## src/rtl/gmii2fifo_pack_pkg.sv

```systemverilog
// Shared definitions for the GMII RX packer and its TX counterpart: lane layout, SFD, FSM states.
package gmii2fifo_pack_pkg;

  localparam int         LANE_W = 9;
  localparam logic [7:0] SFD    = 8'hD5;

  typedef struct packed {
    logic       dv;
    logic [7:0] dat;
  } lane_t;

  typedef enum logic [2:0] {
    ST_IDLE = 3'd0,
    ST_PRE  = 3'd1,
    ST_DATA = 3'd2,
    ST_GAP  = 3'd3,
    ST_DROP = 3'd4
  } state_t;

  function automatic int idx_w(input int lanes);
    return (lanes > 1) ? $clog2(lanes) : 1;
  endfunction

endpackage

```

## src/rtl/gmii2fifo_pack_byte_packer.sv

```systemverilog
// Lane accumulator: places pushed bytes into successive lanes and presents the full or flushed word
// combinationally in the cycle the last lane arrives or the frame ends.
module gmii2fifo_pack_byte_packer
  import gmii2fifo_pack_pkg::*;
#(
  parameter int LANES = 4
) (
  input  logic                    clk,
  input  logic                    rst_n,
  input  logic                    push_i,
  input  logic [7:0]              byte_i,
  input  logic                    flush_i,
  output logic                    word_rdy_o,
  output logic [LANES*LANE_W-1:0] word_o
);

  localparam int IW = idx_w(LANES);

  lane_t [LANES-1:0] acc_q, acc_d, word;
  logic  [IW-1:0]    idx_q, idx_d;
  logic              last;

  assign last = (idx_q == IW'(LANES - 1));

  always_comb begin
    word = acc_q;
    if (push_i) word[idx_q] = {1'b1, byte_i};
  end

  assign word_o     = word;
  assign word_rdy_o = (push_i && last) || (flush_i && !push_i && (idx_q != '0));

  // Lanes above idx stay zero because the accumulator is cleared on every word emission.
  always_comb begin
    acc_d = acc_q;
    idx_d = idx_q;
    if (push_i) begin
      if (last) begin
        acc_d = '0;
        idx_d = '0;
      end else begin
        acc_d = word;
        idx_d = idx_q + 1'b1;
      end
    end else if (flush_i) begin
      acc_d = '0;
      idx_d = '0;
    end
  end

  always_ff @(posedge clk or negedge rst_n) begin
    if (!rst_n) begin
      acc_q <= '0;
      idx_q <= '0;
    end else begin
      acc_q <= acc_d;
      idx_q <= idx_d;
    end
  end

endmodule

```

## src/rtl/gmii2fifo_pack.sv

```systemverilog
// GMII RX to FIFO writer packing LANES {dv,byte} lanes per word, with inter-frame gap words and
// drop-on-full. GMII2FIFO_STRIP_PREAMBLE_EN removes preamble/SFD before packing.
module gmii2fifo_pack
  import gmii2fifo_pack_pkg::*;
#(
  parameter int LANES = 4,
  parameter int GAP   = 2,
  parameter int CNT_W = 16
) (
  input  logic                    gmii_rx_clk,
  input  logic                    sys_rst_n,
  input  logic                    gmii_rx_dv,
  input  logic [7:0]              gmii_rxd,
  input  logic                    full,
  output logic [LANES*LANE_W-1:0] din,
  output logic                    wr_en,
  output logic                    wr_clk,
  output logic [CNT_W-1:0]        frame_cnt,
  output logic [CNT_W-1:0]        drop_cnt
);

  localparam int GW = $clog2(GAP + 1);

  logic                    dv_q, dv_p_q;
  logic [7:0]              rxd_q, rxd_p_q;
  state_t                  state_q, state_d;
  logic [GW-1:0]           gap_q, gap_d;
  logic [LANES*LANE_W-1:0] din_q, din_d, word;
  logic                    wr_en_q, wr_en_d;
  logic [CNT_W-1:0]        frame_q, frame_d, drop_q, drop_d;
  logic                    push, flush, word_rdy, wr_fail, gap_try, gap_wr;

  assign wr_clk = gmii_rx_clk;

  // Second input stage puts the write two edges after capture, matching the 9-bit writer timing.
  always_ff @(posedge gmii_rx_clk or negedge sys_rst_n) begin
    if (!sys_rst_n) begin
      dv_q    <= 1'b0;
      rxd_q   <= '0;
      dv_p_q  <= 1'b0;
      rxd_p_q <= '0;
    end else begin
      dv_q    <= gmii_rx_dv;
      rxd_q   <= gmii_rxd;
      dv_p_q  <= dv_q;
      rxd_p_q <= rxd_q;
    end
  end

`ifdef GMII2FIFO_STRIP_PREAMBLE_EN
  assign push = dv_p_q && ((state_q == ST_DATA) || ((state_q == ST_GAP) && (gap_q != '0)));
`else
  assign push = dv_p_q && ((state_q == ST_DATA) || (state_q == ST_IDLE) ||
                           ((state_q == ST_GAP) && (gap_q != '0)));
`endif
  assign flush = !dv_p_q && (state_q == ST_DATA);

  gmii2fifo_pack_byte_packer #(.LANES(LANES)) u_packer (
    .clk        (gmii_rx_clk),
    .rst_n      (sys_rst_n),
    .push_i     (push),
    .byte_i     (rxd_p_q),
    .flush_i    (flush),
    .word_rdy_o (word_rdy),
    .word_o     (word)
  );

  assign wr_fail = word_rdy && full;
  // A frame ending on a word boundary leaves the write slot free, so the first gap word goes out at once.
  assign gap_try = !dv_p_q && ((state_q == ST_GAP) || ((state_q == ST_DATA) && !word_rdy));
  assign gap_wr  = gap_try && !full;

  always_ff @(posedge gmii_rx_clk or negedge sys_rst_n) begin
    if (!sys_rst_n) begin
      state_q <= ST_IDLE;
      gap_q   <= '0;
      din_q   <= '0;
      wr_en_q <= 1'b0;
      frame_q <= '0;
      drop_q  <= '0;
    end else begin
      state_q <= state_d;
      gap_q   <= gap_d;
      din_q   <= din_d;
      wr_en_q <= wr_en_d;
      frame_q <= frame_d;
      drop_q  <= drop_d;
    end
  end

  always_comb begin
    state_d = state_q;
    gap_d   = gap_q;
    case (state_q)
      ST_IDLE: begin
`ifdef GMII2FIFO_STRIP_PREAMBLE_EN
        if (dv_p_q) state_d = (rxd_p_q == SFD) ? ST_DATA : ST_PRE;
`else
        if (dv_p_q) state_d = ST_DATA;
`endif
      end
`ifdef GMII2FIFO_STRIP_PREAMBLE_EN
      ST_PRE: begin
        if (!dv_p_q)               state_d = ST_IDLE;
        else if (rxd_p_q == SFD)   state_d = ST_DATA;
      end
`endif
      ST_DATA: begin
        if (!dv_p_q) begin
          state_d = ST_GAP;
          gap_d   = gap_wr ? GW'(1) : '0;
          if (gap_wr && (GAP == 1)) state_d = ST_IDLE;
        end
      end
      ST_DROP: begin
        if (!dv_p_q) begin
          state_d = ST_GAP;
          gap_d   = '0;
        end
      end
      ST_GAP: begin
        if (dv_p_q) begin
          state_d = (gap_q != '0) ? ST_DATA : ST_DROP;
        end else if (gap_wr) begin
          gap_d = gap_q + 1'b1;
          if (gap_q == GW'(GAP - 1)) state_d = ST_IDLE;
        end
      end
      default: state_d = ST_IDLE;
    endcase
    // A failed write after the frame already ended skips DROP, which would only wait for dv=0.
    if (wr_fail) begin
      state_d = dv_p_q ? ST_DROP : ST_GAP;
      gap_d   = '0;
    end
  end

  always_comb begin
    wr_en_d = 1'b0;
    din_d   = din_q;
    frame_d = frame_q;
    drop_d  = drop_q;
    if (word_rdy && !full) begin
      wr_en_d = 1'b1;
      din_d   = word;
    end else if (gap_wr) begin
      wr_en_d = 1'b1;
      din_d   = '0;
    end
    if ((state_q == ST_DATA) && !dv_p_q && !wr_fail && (frame_q != '1))
      frame_d = frame_q + 1'b1;
    if ((wr_fail || ((state_q == ST_GAP) && dv_p_q && (gap_q == '0))) && (drop_q != '1))
      drop_d = drop_q + 1'b1;
  end

  assign din       = din_q;
  assign wr_en     = wr_en_q;
  assign frame_cnt = frame_q;
  assign drop_cnt  = drop_q;

endmodule
```

## config.mk

```make
export PLATFORM = sky130hd
export DESIGN_NAME = gmii2fifo_pack
export DESIGN_NICKNAME = d
export VERILOG_FILES = /design/src/rtl/gmii2fifo_pack_pkg.sv /design/src/rtl/gmii2fifo_pack_byte_packer.sv /design/src/rtl/gmii2fifo_pack.sv
export SDC_FILE = /design/constraint.sdc
export NUM_CORES = 1
export LEC_CHECK = 0
export ABC_AREA = 1
export CAP_MARGIN = 30
export CORE_MARGIN = 2
export CORE_UTILIZATION = 30
export CTS_BUF_LIST = sky130_fd_sc_hd__clkbuf_4 sky130_fd_sc_hd__clkbuf_8 sky130_fd_sc_hd__clkbuf_16
export DETAILED_ROUTE_END_ITERATION = 8
export PLACE_DENSITY = 0.47
export SLEW_MARGIN = 20
export SYNTH_ARGS = -nofsm -noshare
export SYNTH_HDL_FRONTEND = slang
export SYNTH_SLANG_ARGS = --single-unit
export TNS_END_PERCENT = 20
```

## constraint.sdc

```tcl
create_clock -name gmii_rx_clk -period 3 [get_ports gmii_rx_clk]
set_input_delay 0.6 -clock gmii_rx_clk [delete_from_list [all_inputs] [get_ports gmii_rx_clk]]
set_output_delay 0.6 -clock gmii_rx_clk [all_outputs]
set_load 0.05 [all_outputs]
```

==> results of run 1 <==
[flip-flops by register name, summed over array words and instances, names as in the netlist]
register	cells
rxd_p_q	8
rxd_q	8
gap_q	2
state_q	3
u_packer.acc_q	36
u_packer.idx_q	2
dv_q	1
dv_p_q	1
wr_en	1
drop_cnt	16
frame_cnt	16
din	36
[synth_stat cells (2+ instances only)]
library cell and instances:
sky130_fd_sc_hd__nand2_2 5, sky130_fd_sc_hd__xor2_1 13, sky130_fd_sc_hd__a21oi_1 6, sky130_fd_sc_hd__nand4_1 27, sky130_fd_sc_hd__inv_2 3, sky130_fd_sc_hd__buf_4 4
sky130_fd_sc_hd__nand2_1 221, sky130_fd_sc_hd__dfrtp_1 130, sky130_fd_sc_hd__buf_2 8, sky130_fd_sc_hd__or2_0 10, sky130_fd_sc_hd__ha_1 8, sky130_fd_sc_hd__a21o_1 8
sky130_fd_sc_hd__nor3_1 17, sky130_fd_sc_hd__or2_1 14, sky130_fd_sc_hd__o21ai_1 2, sky130_fd_sc_hd__nand2_4 7, sky130_fd_sc_hd__nand3_1 72, sky130_fd_sc_hd__nor2_1 34
sky130_fd_sc_hd__o21ai_0 34, sky130_fd_sc_hd__buf_6 3, sky130_fd_sc_hd__o22ai_1 24, sky130_fd_sc_hd__inv_1 74, sky130_fd_sc_hd__nor2_4 2, sky130_fd_sc_hd__clkbuf_1 13
[stage by stage]
stage               worst slack (ns)  hold slack (ns)  std cells  total power, mW  cell area (um2)
floorplan                      0.733            0.304        747             4.56             6250
global placement               0.228            0.332       1077             5.38             7320
detailed placement             0.228            0.336       1077             5.44             7320
CTS                            0.238           0.0955       1112             7.89             8020
global route                   0.232            0.117       1112             8.28             8020
finish                         0.244           0.0720       1112             7.77             8020
[cell families after synthesis]
kind of cell / Yosys count / share of synthesized area, %
flops: 130 / 52.0
xor+xnor: 14 / 1.96
fa+ha+maj: 8 / 1.60
compound gates: 76 / 6.94
simple gates: 413 / 30.4
buf+inv: 106 / 7.12
[worst min-delay path by stage]
stage	end	slack [ns]
finish	din[13]	0.07
global route	din[13]	0.12
CTS	u_packer.acc_q[13]	0.1
detailed placement	rxd_p_q[5]	0.34
global placement	rxd_p_q[5]	0.33
floorplan	din[0]	0.30
[area by class of cell]
type	count	area, um2	area share [%]
clock buffer	25	558	6.96
clock inverter	11	151	1.89
inverter	78	293	3.65
multi-input combinational	511	2550	31.9
sequential	130	3250	40.6
tap	270	338	4.21
timing repair buffer	87	867	10.8
[metal layers]
layer	vias up	routed length, um	track usage, %
met2	100	7560	25.4
met1	2483	7270	19.3
met4	0	153	6.33
li1	2600	-	-
met5	-	0	0
met3	8	559	3.99
[power by group]
part | switching, mW | internal, mW
registers | 0.262 | 2.14
logic | 2.01 | 0.895
clock network | 0.888 | 1.57
[cells in the final DEF (no fill, tap or decap), types with 2 or more instances in the layout]
master / count
sky130_fd_sc_hd__nand2_1: 221
sky130_fd_sc_hd__ha_1: 8
sky130_fd_sc_hd__a21o_1: 8
sky130_fd_sc_hd__inv_1: 74
sky130_fd_sc_hd__or2_1: 14
sky130_fd_sc_hd__o21ai_0: 34
sky130_fd_sc_hd__nor3_1: 17
sky130_fd_sc_hd__o22ai_1: 24
sky130_fd_sc_hd__nand2_2: 5
sky130_fd_sc_hd__clkinv_4: 4
sky130_fd_sc_hd__bufinv_16: 3
sky130_fd_sc_hd__buf_4: 6
sky130_fd_sc_hd__xor2_1: 13
sky130_fd_sc_hd__inv_2: 3
sky130_fd_sc_hd__clkdlybuf4s50_1: 79
sky130_fd_sc_hd__clkinv_2: 2
sky130_fd_sc_hd__o21ai_1: 2
sky130_fd_sc_hd__clkbuf_8: 3
sky130_fd_sc_hd__nand2_4: 7
sky130_fd_sc_hd__nand4_1: 27
sky130_fd_sc_hd__nor2_4: 2
sky130_fd_sc_hd__clkbuf_16: 20
sky130_fd_sc_hd__nand3_1: 72
sky130_fd_sc_hd__nor2_1: 34
sky130_fd_sc_hd__a21oi_1: 6
sky130_fd_sc_hd__dfrtp_1: 130
sky130_fd_sc_hd__or2_0: 10
[timing repair]
item                                    in CTS  in global routing
gates resized for setup                      1                  0
endpoints found under the setup margin       1                  0
endpoints found under the hold margin        0                  0
setup buffers                                0                  0
==> metrics.cfg, run 1 <==
[worst_setup_path]
critical_path.cell_chain = clkbuf_16 > clkbuf_16 > dlygate4sd2_1
critical_path.slowest_cell = sky130_fd_sc_hd__dlygate4sd2_1
reg2reg_from = state_q[2]
critical-path-top-delay-family = buffers and inverters
rr_endpoint = din[19]
path_buf_inv = 3
path_max_fanout = 2
worst-setup-path-type = clk2out
crit_path_start_kind = clock port
cp.arrival_ns = 2.16
most_frequent_cell_on_the_critical_path = sky130_fd_sc_hd__clkbuf_16
critical_path.startpoint = gmii_rx_clk
critical_path_cell_count = 3
timing.reg2reg.worst_path_depth = 8
setup.reg_to_reg.worst_slack_ns = 0.80
crit_required_ns = 2.40
critical_path.max_stage_delay_ns = 0.41
timing.critical_path.to_type = output pin
setup.worst_path.end = wr_clk

[global_routing]
grt_antenna_before_repair = 0
grt_pass1_vias = 5346
gr-total-overflow = 0
grt_start_max_net_pins = 70
grt_pass1_wl_um = 26600
grt_use_total_pct = 15.4

[logic_synthesis]
synth-edff-count = 0
netlist.top_cell.by_area = sky130_fd_sc_hd__dfrtp_1
asyncSetResetFlopFracSynth_pct = 100
synthesis.area_um2 = 6250
netlist_top_cells_area = sky130_fd_sc_hd__dfrtp_1 52%, sky130_fd_sc_hd__nand2_1 13%, sky130_fd_sc_hd__nand3_1 5.8%
yosysWarningCount = 0
yosysTopAreaCellShare_pct = 52.0
postSynth.topFlopCell = sky130_fd_sc_hd__dfrtp_1
synth.avg_cell_area_um2 = 8.37
synth.ff_latch_count = 130
synth.net_count = 767
yosysSeqAreaShare_pct = 52.0
ys_types = 32
postSynthCellCount = 747

[power_and_ir_drop]
static-leakage-power_nw = 3.85
power.density_nw_per_um2 = 969
vdd_ir_drop_max_mv = 0.419

[floorplan]
starting_density_of_the_core_pct = 30.7
floorplan.core_area_um2 = 20400
ios = 82
chipHeight_um = 148
dieArea_um2 = 22000
die_width_um = 148
rows = 52

[hold_path]
hp-class = in2async

[sta]
skew_ns = 0.00981
relSlewSlack_pct = 54.6
final_hold_viol_count = 0
maxSlewViolCount = 0
rsz0062_at_grt = no
finalSetupTns_ns = 0
final-setup-viol-count = 0
worst-slew-pin-transition_ns = 0.680

[cells_and_area]
antenna-diode-count = 0
area_growth_pct = 28.2
n_fill_cell = 2030
layout.core_utilization_pct = 39.4
drive_above_1_share_pct = 7.48
final_nets = 849

[drt]
avgViaCountPerCell = 4.67
detail-route-antenna-nets = 0
drt_first_iter_violations = 235
drt-wirelength-per-cell_um = 14.0
remaining_drc_errors = 0
postRouteWirelength_um = 15500
vias = 5191
detailedRoute.firstPassIterationCount = 5

[run]
max-cap-violations = 0

[cts]
clkLatencyLatePin_ns = 0.53
tritoncts_clock_tree = built
holdBufCountCts = 0
clk_transition_reported_paths_ns = 0.06

[outcome]
status = complete, no violations

[place]
io_buffer_count = 81
finalWeightedCongestion = 0.829
post-dp-hpwl_um = 10200

Note: power is estimated with default switching activity, not from simulation.
==> inputs of run 2 (changes only) <==
--- a/config.mk
+++ b/config.mk
@@ -7,13 +7,14 @@
 export LEC_CHECK = 0
 export ABC_AREA = 1
 export CAP_MARGIN = 30
+export CELL_PAD_IN_SITES_DETAIL_PLACEMENT = 1
+export CELL_PAD_IN_SITES_GLOBAL_PLACEMENT = 2
 export CORE_MARGIN = 2
-export CORE_UTILIZATION = 30
+export CORE_UTILIZATION = 36
 export CTS_BUF_LIST = sky130_fd_sc_hd__clkbuf_4 sky130_fd_sc_hd__clkbuf_8 sky130_fd_sc_hd__clkbuf_16
 export DETAILED_ROUTE_END_ITERATION = 8
-export PLACE_DENSITY = 0.47
+export PLACE_DENSITY = 0.84
 export SLEW_MARGIN = 20
 export SYNTH_ARGS = -nofsm -noshare
 export SYNTH_HDL_FRONTEND = slang
 export SYNTH_SLANG_ARGS = --single-unit
-export TNS_END_PERCENT = 20
==> metrics.cfg, run 2 (synthesized netlist as in run 1, its figures left out) <==
[worst_setup_path]
critical_path.max_stage_delay_ns = 0.41  ; about the same
cp.arrival_ns = 2.16  ; about the same
critical_path.cell_chain = clkbuf_16 > clkbuf_16 > dlygate4sd2_1  ; unchanged
critical_path.slowest_cell = sky130_fd_sc_hd__dlygate4sd2_1  ; unchanged
worst-setup-path-type = clk2out  ; unchanged
crit_required_ns = 2.40  ; about the same
path_max_fanout = 2  ; unchanged
crit_path_start_kind = clock port  ; unchanged
timing.critical_path.to_type = output pin  ; unchanged
most_frequent_cell_on_the_critical_path = sky130_fd_sc_hd__clkbuf_16  ; unchanged

[drt]
drt-wirelength-per-cell_um = 15.9  ; was 14.0 um
avgViaCountPerCell = 5.07  ; was 4.67
detailedRoute.firstPassIterationCount = 4  ; was 5
vias = 5410  ; was 5191
postRouteWirelength_um = 16900  ; was 15500 um
detail-route-antenna-nets = 0  ; unchanged
remaining_drc_errors = 0  ; unchanged
drt_first_iter_violations = 191  ; was 235

[sta]
final-setup-viol-count = 0  ; unchanged
worst-slew-pin-transition_ns = 0.687  ; was 0.680 ns
smallest_hold_slack_ns = 0.00902  ; was 0.0720 ns
final_hold_viol_count = 0  ; unchanged
skew_ns = 0.00685  ; was 0.00981 ns
maxSlewViolCount = 0  ; unchanged
rsz0062_at_grt = no  ; unchanged
relSlewSlack_pct = 54.2  ; was 54.6%
finalSetupTns_ns = 0  ; unchanged

[outcome]
status = complete, no violations  ; unchanged

[floorplan]
starting_density_of_the_core_pct = 36.5  ; was 30.7%
chipHeight_um = 136  ; was 148 um
rows = 48  ; was 52
floorplan.core_area_um2 = 17100  ; was 20400 um2
dieArea_um2 = 18400  ; was 22000 um2
ios = 82  ; unchanged
die_width_um = 136  ; was 148 um

[cts]
clkLatencyLatePin_ns = 0.54  ; was 0.53 ns
clk_transition_reported_paths_ns = 0.05  ; was 0.06 ns
cts-resized-gates = 1  ; unchanged
buffers_inserted_during_post_cts_setup_optimization = 0  ; unchanged
holdBufCountCts = 0  ; unchanged
tritoncts_clock_tree = built  ; unchanged

[cells_and_area]
most-common-layout-cells = 221 x sky130_fd_sc_hd__nand2_1, 130 x sky130_fd_sc_hd__dfrtp_1, 79 x sky130_fd_sc_hd__clkdlybuf4s50_1  ; unchanged
most_common_cell_after_layout_fill_and_taps_aside = sky130_fd_sc_hd__nand2_1  ; unchanged
final_nets = 849  ; unchanged
drive_above_1_share_pct = 7.48  ; unchanged
area_growth_pct = 27.5  ; was 28.2%
antenna-diode-count = 0  ; unchanged
finish.instance_area_um2 = 7970  ; was 8020 um2
layout.core_utilization_pct = 46.6  ; was 39.4%
n_fill_cell = 2025  ; was 2030

[place]
io_buffer_count = 81  ; unchanged
post-dp-hpwl_um = 11500  ; was 10200 um
post_detailed_placement_cell_area_um2 = 7260  ; was 7320 um2
finalWeightedCongestion = 0.808  ; was 0.829

[global_routing]
grt_pass1_vias = 5764  ; was 5346
grt_antenna_before_repair = 0  ; unchanged
gr-total-overflow = 0  ; unchanged
grt_pass1_wl_um = 28500  ; was 26600 um
grt_use_total_pct = 20.0  ; was 15.4%
grt_start_max_net_pins = 70  ; unchanged

[hold_path]
hp-class = in2async  ; unchanged

[run]
max-cap-violations = 0  ; unchanged

[power_and_ir_drop]
power_report.internal_total_mw = 4.69  ; was 4.61 mW
power.clock.fraction_pct = 31.7  ; about the same
switching_share_pct = 40.5  ; was 40.6%
power.share.sequential_pct = 30.6  ; was 31.0%
share_comb_of_total_power_pct = 37.7  ; was 37.4%
vdd_ir_drop_max_mv = 0.600  ; was 0.419 mV
switchingPower_mw = 3.19  ; was 3.16 mW
power.density_nw_per_um2 = 989  ; was 969 nW/um2
static-leakage-power_nw = 3.85  ; about the same

-- run 2: cell types whose count changed in the layout (fill, tap and decap cells not counted), sizes merged --
cell | previous run | this run
clkinv | 7 | 5
bufinv | 3 | 4
clkinvlp | 1 | 2
clkbuf | 24 | 25
inv | 78 | 77
-- run 2: power groups by stage --
stage                     registers (mW)  clock network [mW]  logic [mW]
after global routing                2.47                2.64        3.25
after detailed placement            2.45              0.0769        2.99
final                               2.42                2.49        2.97
after floorplan                     3.21              0.0719        1.27
after CTS                           2.42                2.55        3.01
after global placement              2.42              0.0769        2.87
-- run 2: layer usage --
metal / vias up / GRT usage [%] / routed length [um]
li1: 2596 / - / -
met2: 83 / 34.6 / 8720
met3: 25 / 4.23 / 490
met5: - / 0 / 0
met1: 2706 / 23.8 / 7380
met4: 0 / 8.85 / 340
-- run 2: final cells by class --
| cell class | instances | area, um2 | share of cell area (%) |
|---|---|---|---|
| clock buffers | 26 | 566 | 7.10 |
| clock inverters | 10 | 155 | 1.95 |
| inverters | 78 | 293 | 3.67 |
| multi-input cells | 511 | 2550 | 32.1 |
| flip-flops and latches | 130 | 3250 | 40.8 |
| well taps | 225 | 282 | 3.53 |
| repair buffers | 87 | 867 | 10.9 |
-- run 2: worst paths after layout --
| check | slack [ns] | start | cells past startpoint | to |
|---|---|---|---|---|
| setup / recovery | 0.24 | gmii_rx_clk | 3 | wr_clk |
| hold / removal | 0.009 | sys_rst_n | 1 | din[14] |
| setup reg to reg | 0.80 | gap_q[0] | 10 | din[2] |
| hold reg to reg | 0.35 | rxd_q[3] | 0 | rxd_p_q[3] |
| max in group asynchronous | 2.23 | sys_rst_n | 2 | drop_cnt[7] |
| min in group gmii_rx_clk | 0.35 | rxd_q[3] | 0 | rxd_p_q[3] |
-- run 2: stage by stage --
step	setup WS (ns)	instances	power (mW)
finish	0.240	1067	7.88
global route	0.231	1067	8.36
CTS	0.234	1067	7.98
detailed placement	0.228	1032	5.52
global placement	0.228	1032	5.37
floorplan	0.733	747	4.56
-- run 2: worst max-delay path, delay by kind of cell --
family / cells / cell delay, ns
buf+inv: 3 / 0.66
==> edit 1 (flow settings as in run 1) <==
Change the parameter `GAP` from 2 to 4.
--- a/src/rtl/gmii2fifo_pack.sv
+++ b/src/rtl/gmii2fifo_pack.sv
@@ -4,7 +4,7 @@
   import gmii2fifo_pack_pkg::*;
 #(
   parameter int LANES = 4,
-  parameter int GAP   = 2,
+  parameter int GAP   = 4,
   parameter int CNT_W = 16
 ) (
   input  logic                    gmii_rx_clk,
Behaviour: not the same (Yosys sat finds a counterexample within 10 cycles, from zero or initial values and one cycle with sys_rst_n low).
==> edit 1 against run 1 <==
  * Sequential power increased by 2%
  * Sequential cell count up 1
  * Global-route usage decreased by 0.74 points
  * Wire length is 0.88% lower
  * Setup slack lost 0.0025 ns
  * Cell area is 0.34% lower
  * Cell count fell by 2.0%
  * Power decreased by 0.64%
  * Combinational power down 2%
  * Area after synthesis decreased by 0.46%
  * Count of clock-buffer cells in the layout shrank 2
==> edit 1: results (changes against run 1) <==
worst_setup_path:
  cp.arrival_ns: 2.16  # about the same
  reg2reg_depth: 12  # was 8
  reg2reg_to: "drop_cnt[15]$_DFFE_PN0P_"  # was din[19]$_DFFE_PN0P_
  r2r_setup_slack_ns: 0.54  # was 0.80 ns
  r2r-start: "gap_q[0]$_DFFE_PN0P_"  # was state_q[2]$_DFFE_PN0P_
  critPathSlowestCell: "dlygate4sd2_1"  # unchanged
status:
  status: "completed"  # unchanged
grt:
  grt_pass1_vias: 5071  # was 5346
  grt_pass1_wl_mm: 25.67  # was 26.64 mm
  grt_util_all_layers: 0.1469  # was 0.1543
finish:
  nNetsFinal: 828  # was 849
  fill_cells: 2054  # was 2030
  final_core_util: 0.3935  # was 0.3936
  antennaDiodeCount: 0  # unchanged
  drive_above_1_share: 0.07805  # was 0.07482
synthesis:
  synth_fp_nets: 747  # was 767
  synth_area_leaders: "dfrtp_1 (53%), nand2_1 (13%), nand3_1 (6.4%)"  # was dfrtp_1 (52%), nand2_1 (13%), nand3_1 (5.8%)
  synth.distinct_cells: 35  # was 32
  synthCells: 726  # was 747
  synth_seq_area_share: 0.5266  # was 0.5202
  synth_top_flop_cell: "dfrtp_1"  # unchanged
  synthTopCellsByCount: "nand2_1 (209), dfrtp_1 (131), nand3_1 (80)"  # was nand2_1 (221), dfrtp_1 (130), inv_1 (74)
place:
  dp_cells: 1055  # was 1077
  placedInstanceArea_sq_um: 7301  # was 7316 sq um
  hpwlAfterDp_mm: 10.28  # was 10.21 mm
  place_congestion: 0.7859  # was 0.8286
pwr:
  p_leak_nw: 3.875  # was 3.847 nW
  swShare: 0.4066  # was 0.4065
  powerSeq_mw: 2.45  # was 2.41 mW
  power_frac_clock: 0.315  # was 0.317
  ir_drop_mv: 0.4609  # was 0.4193 mV
drt:
  vias: 5110  # was 5191
  drt_iter0_drc: 257  # was 235
  firstDrtPassIters: 4  # was 5
  wl_per_cell_um: 14.13  # was 13.97 um
  viasPerCell: 4.688  # was 4.668
sta:
  hold_slack_ns: 0.01393  # was 0.07198 ns
  tightest_slew_ns: 0.6452  # was 0.6805 ns
  setup_ws_ns: 0.2413  # was 0.2438 ns
  fin_skew_ns: 0.01121  # was 0.009805 ns
## edit 1: cell types whose count changed after synthesis, moves of 4 or more
cell	delta
nand2_1	-12
or2_1	+11
or2_0	-10
nor3_1	-9
nand3_1	+8
inv_1	-6
nand4_1	-6
nor2_1	-5
xnor2_1	+5
clkbuf_1	+4
## edit 1: kinds of logic (layout without fill, tap and decap cells)
kind of cell,Yosys count,in the layout,synth area share
buffers and inverters,100,194,0.06573
XOR/XNOR,21,21,0.02955
flip-flops,131,131,0.5266
AND/OR/NAND/NOR,391,391,0.2900
AO/OA/AOI/OAI,74,74,0.06995
adder cells (fa/ha/maj),9,9,0.01809
## edit 1: worst max-delay path, delay by kind of cell
family / cells / cell delay [ns]
buf+inv: 3 / 0.66
## edit 1: how the worst max path moves through the flow
stage | cells past startpoint | to | start
after floorplan | 1 | wr_clk | gmii_rx_clk
after global placement | 1 | wr_clk | gmii_rx_clk
after detailed placement | 1 | wr_clk | gmii_rx_clk
after CTS | 3 | wr_clk | gmii_rx_clk
after global routing | 3 | wr_clk | gmii_rx_clk
final | 3 | wr_clk | gmii_rx_clk
## edit 1: area by class of cell
type | instances | share of cell area
clock buffers | 23 | 0.06563
repair buffers | 88 | 0.1095
flip-flops and latches | 131 | 0.4104
well taps | 270 | 0.04229
multi-input cells | 495 | 0.3177
inverters | 70 | 0.03289
clock inverters | 13 | 0.02162
## edit 1: per-layer routing
metal | GRT usage | vias up | wire length (um)
met5 | 0 | - | 0
met4 | 0.06238 | 0 | 348
met3 | 0.03025 | 28 | 599
met2 | 0.2204 | 120 | 6861
met1 | 0.2064 | 2436 | 7594
li1 | - | 2526 | -
==> edit 2 (settings of run 1) <==
Made on the original files. Reset style: synchronous (`rst_n` and `sys_rst_n`), changed in 3 clocked blocks.
--- a/src/rtl/gmii2fifo_pack_byte_packer.sv
+++ b/src/rtl/gmii2fifo_pack_byte_packer.sv
@@ -48,7 +48,7 @@
     end
   end
 
-  always_ff @(posedge clk or negedge rst_n) begin
+  always_ff @(posedge clk) begin
     if (!rst_n) begin
       acc_q <= '0;
       idx_q <= '0;
--- a/src/rtl/gmii2fifo_pack.sv
+++ b/src/rtl/gmii2fifo_pack.sv
@@ -33,7 +33,7 @@
   assign wr_clk = gmii_rx_clk;
 
   // Second input stage puts the write two edges after capture, matching the 9-bit writer timing.
-  always_ff @(posedge gmii_rx_clk or negedge sys_rst_n) begin
+  always_ff @(posedge gmii_rx_clk) begin
     if (!sys_rst_n) begin
       dv_q    <= 1'b0;
       rxd_q   <= '0;
@@ -70,7 +70,7 @@
   assign gap_try = !dv_p_q && ((state_q == ST_GAP) || ((state_q == ST_DATA) && !word_rdy));
   assign gap_wr  = gap_try && !full;
 
-  always_ff @(posedge gmii_rx_clk or negedge sys_rst_n) begin
+  always_ff @(posedge gmii_rx_clk) begin
     if (!sys_rst_n) begin
       state_q <= ST_IDLE;
       gap_q   <= '0;
Check against the original RTL: differs if sys_rst_n is asserted again (counterexample within 10 cycles, from zero or initial values and one cycle with sys_rst_n low); with sys_rst_n held inactive, the same outputs for 10 cycles.
==> edit 2 against run 1 <==
  * Hold slack gained 0.34 ns
  * Setup slack about the same
  * Via count rose by 1.9%
  * Sequential cell count did not move
  * Cell area fell by 4.1%
  * Area after synthesis shrank 4.5%
  * Wire length decreased by 2.1%
  * Die area fell by 4.4%
  * Highest routed layer unchanged
Power is not compared: it rests on default switching activity, and its combinational part moved more than twofold at a synthesized area within 25%.
==> edit 2: results (changes against run 1) <==
synthesis:
  synth.distinct_cells: 29  # was 32
  synth_xor_xnor_area_share: 0.03372  # was 0.01961
  synth_seq_area_share: 0.4357  # was 0.5202
  synth_top_flop_cell: "dfxtp_1"  # was dfrtp_1
  synth_fp_nets: 874  # was 767
  synthAdderAreaFrac: 0.01676  # was 0.01601
  ys_async_sr_fraction: 0  # was 1.000
  synthTopCellsByCount: "nand2_1 (253), dfxtp_1 (130), inv_1 (111)"  # was nand2_1 (221), dfrtp_1 (130), inv_1 (74)
finish:
  nNetsFinal: 950  # was 849
  fill_cells: 2109  # was 2030
  drive_above_1_share: 0.07643  # was 0.07482
worst_setup_path:
  reg2reg_depth: 12  # was 8
  reg2reg_to: "drop_cnt[7]$_SDFFE_PN0P_"  # was din[19]$_DFFE_PN0P_
  r2r-start: "gap_q[0]$_SDFFE_PP0P_"  # was state_q[2]$_DFFE_PN0P_
  r2r_setup_slack_ns: 0.84  # was 0.80 ns
drt:
  dr_wl_met2_mm: 6.787  # was 7.555 mm
  wl_met3_um: 533  # was 559 um
  wl_per_cell_um: 12.60  # was 13.97 um
  wl_met1_mm: 7.705  # was 7.273 mm
  vias: 5290  # was 5191
  drt_iter0_drc: 269  # was 235
sta:
  fin_skew_ns: 0.01130  # was 0.009805 ns
  slew_headroom: 0.6123  # was 0.5463
grt:
  grt_util_all_layers: 0.1478  # was 0.1543
  use_met2: 0.2367  # was 0.2542
  grt_util_met1: 0.1953  # was 0.1933
  grt_use_met3: 0.03239  # was 0.03988
  grt_pass1_wl_mm: 25.41  # was 26.64 mm
  grt_pass1_vias: 4945  # was 5346
place:
  place_congestion: 0.8023  # was 0.8286
status:
  status: "completed"  # unchanged
worst_hold_path:
  min_path_type: "register to register"  # was input pin to asynchronous set/reset pin
## edit 2: changes by cell type after synthesis, moves of 14 or more
cell / before / now
dfrtp_1: 130 / 0
dfxtp_1: 0 / 130
a21oi_1: 6 / 100
inv_1: 74 / 111
nand2_1: 221 / 253
o22ai_1: 24 / 0
nand4_1: 27 / 6
or2_1: 14 / 0
## edit 2: critical path: stages
cell	delay (ns)
clkbuf_16	0.12
clkbuf_16	0.13
dlygate4sd2_1	0.41
## edit 2: repair_timing
| item | CTS | global route |
|---|---|---|
| setup endpoints to repair | 1 | 0 |
| endpoints found under the hold margin | 0 | 0 |
| gates resized for setup | 1 | 0 |
| hold buffers | 0 | 0 |
## edit 2: stage by stage
step,hold slack (ns),power (mW),setup WS [ns],instance area (sq um),instances
6_report,0.4114,4.612,0.2438,7686,1207
5_1_grt,0.4378,4.804,0.2336,7686,1207
4_1_cts,0.4116,4.678,0.2381,7686,1207
3_5_place_dp,0.4000,2.306,0.2279,7002,1173
3_3_place_gp,0.3971,2.308,0.2279,7002,1173
2_1_floorplan,0.3905,2.184,0.7329,5973,854
## edit 2: how the worst max path moves through the flow
stage / start / to / slack [ns] / depth (start not counted)
global route: gmii_rx_clk / wr_clk / 0.23 / 3
detailed placement: gmii_rx_clk / wr_clk / 0.23 / 1
CTS: gmii_rx_clk / wr_clk / 0.24 / 3
finish: gmii_rx_clk / wr_clk / 0.24 / 3
floorplan: gmii_rx_clk / wr_clk / 0.73 / 1
global placement: gmii_rx_clk / wr_clk / 0.23 / 1
## edit 2: cell type report
type	instances	area, sq um	share of cell area
clock inverters	11	162.7	0.02116
multi-input cells	571	2725	0.3545
flip-flops and latches	130	2603	0.3386
repair buffers	89	893.4	0.1162
inverters	117	439.2	0.05714
clock buffers	24	531.8	0.06918
well taps	265	331.6	0.04314
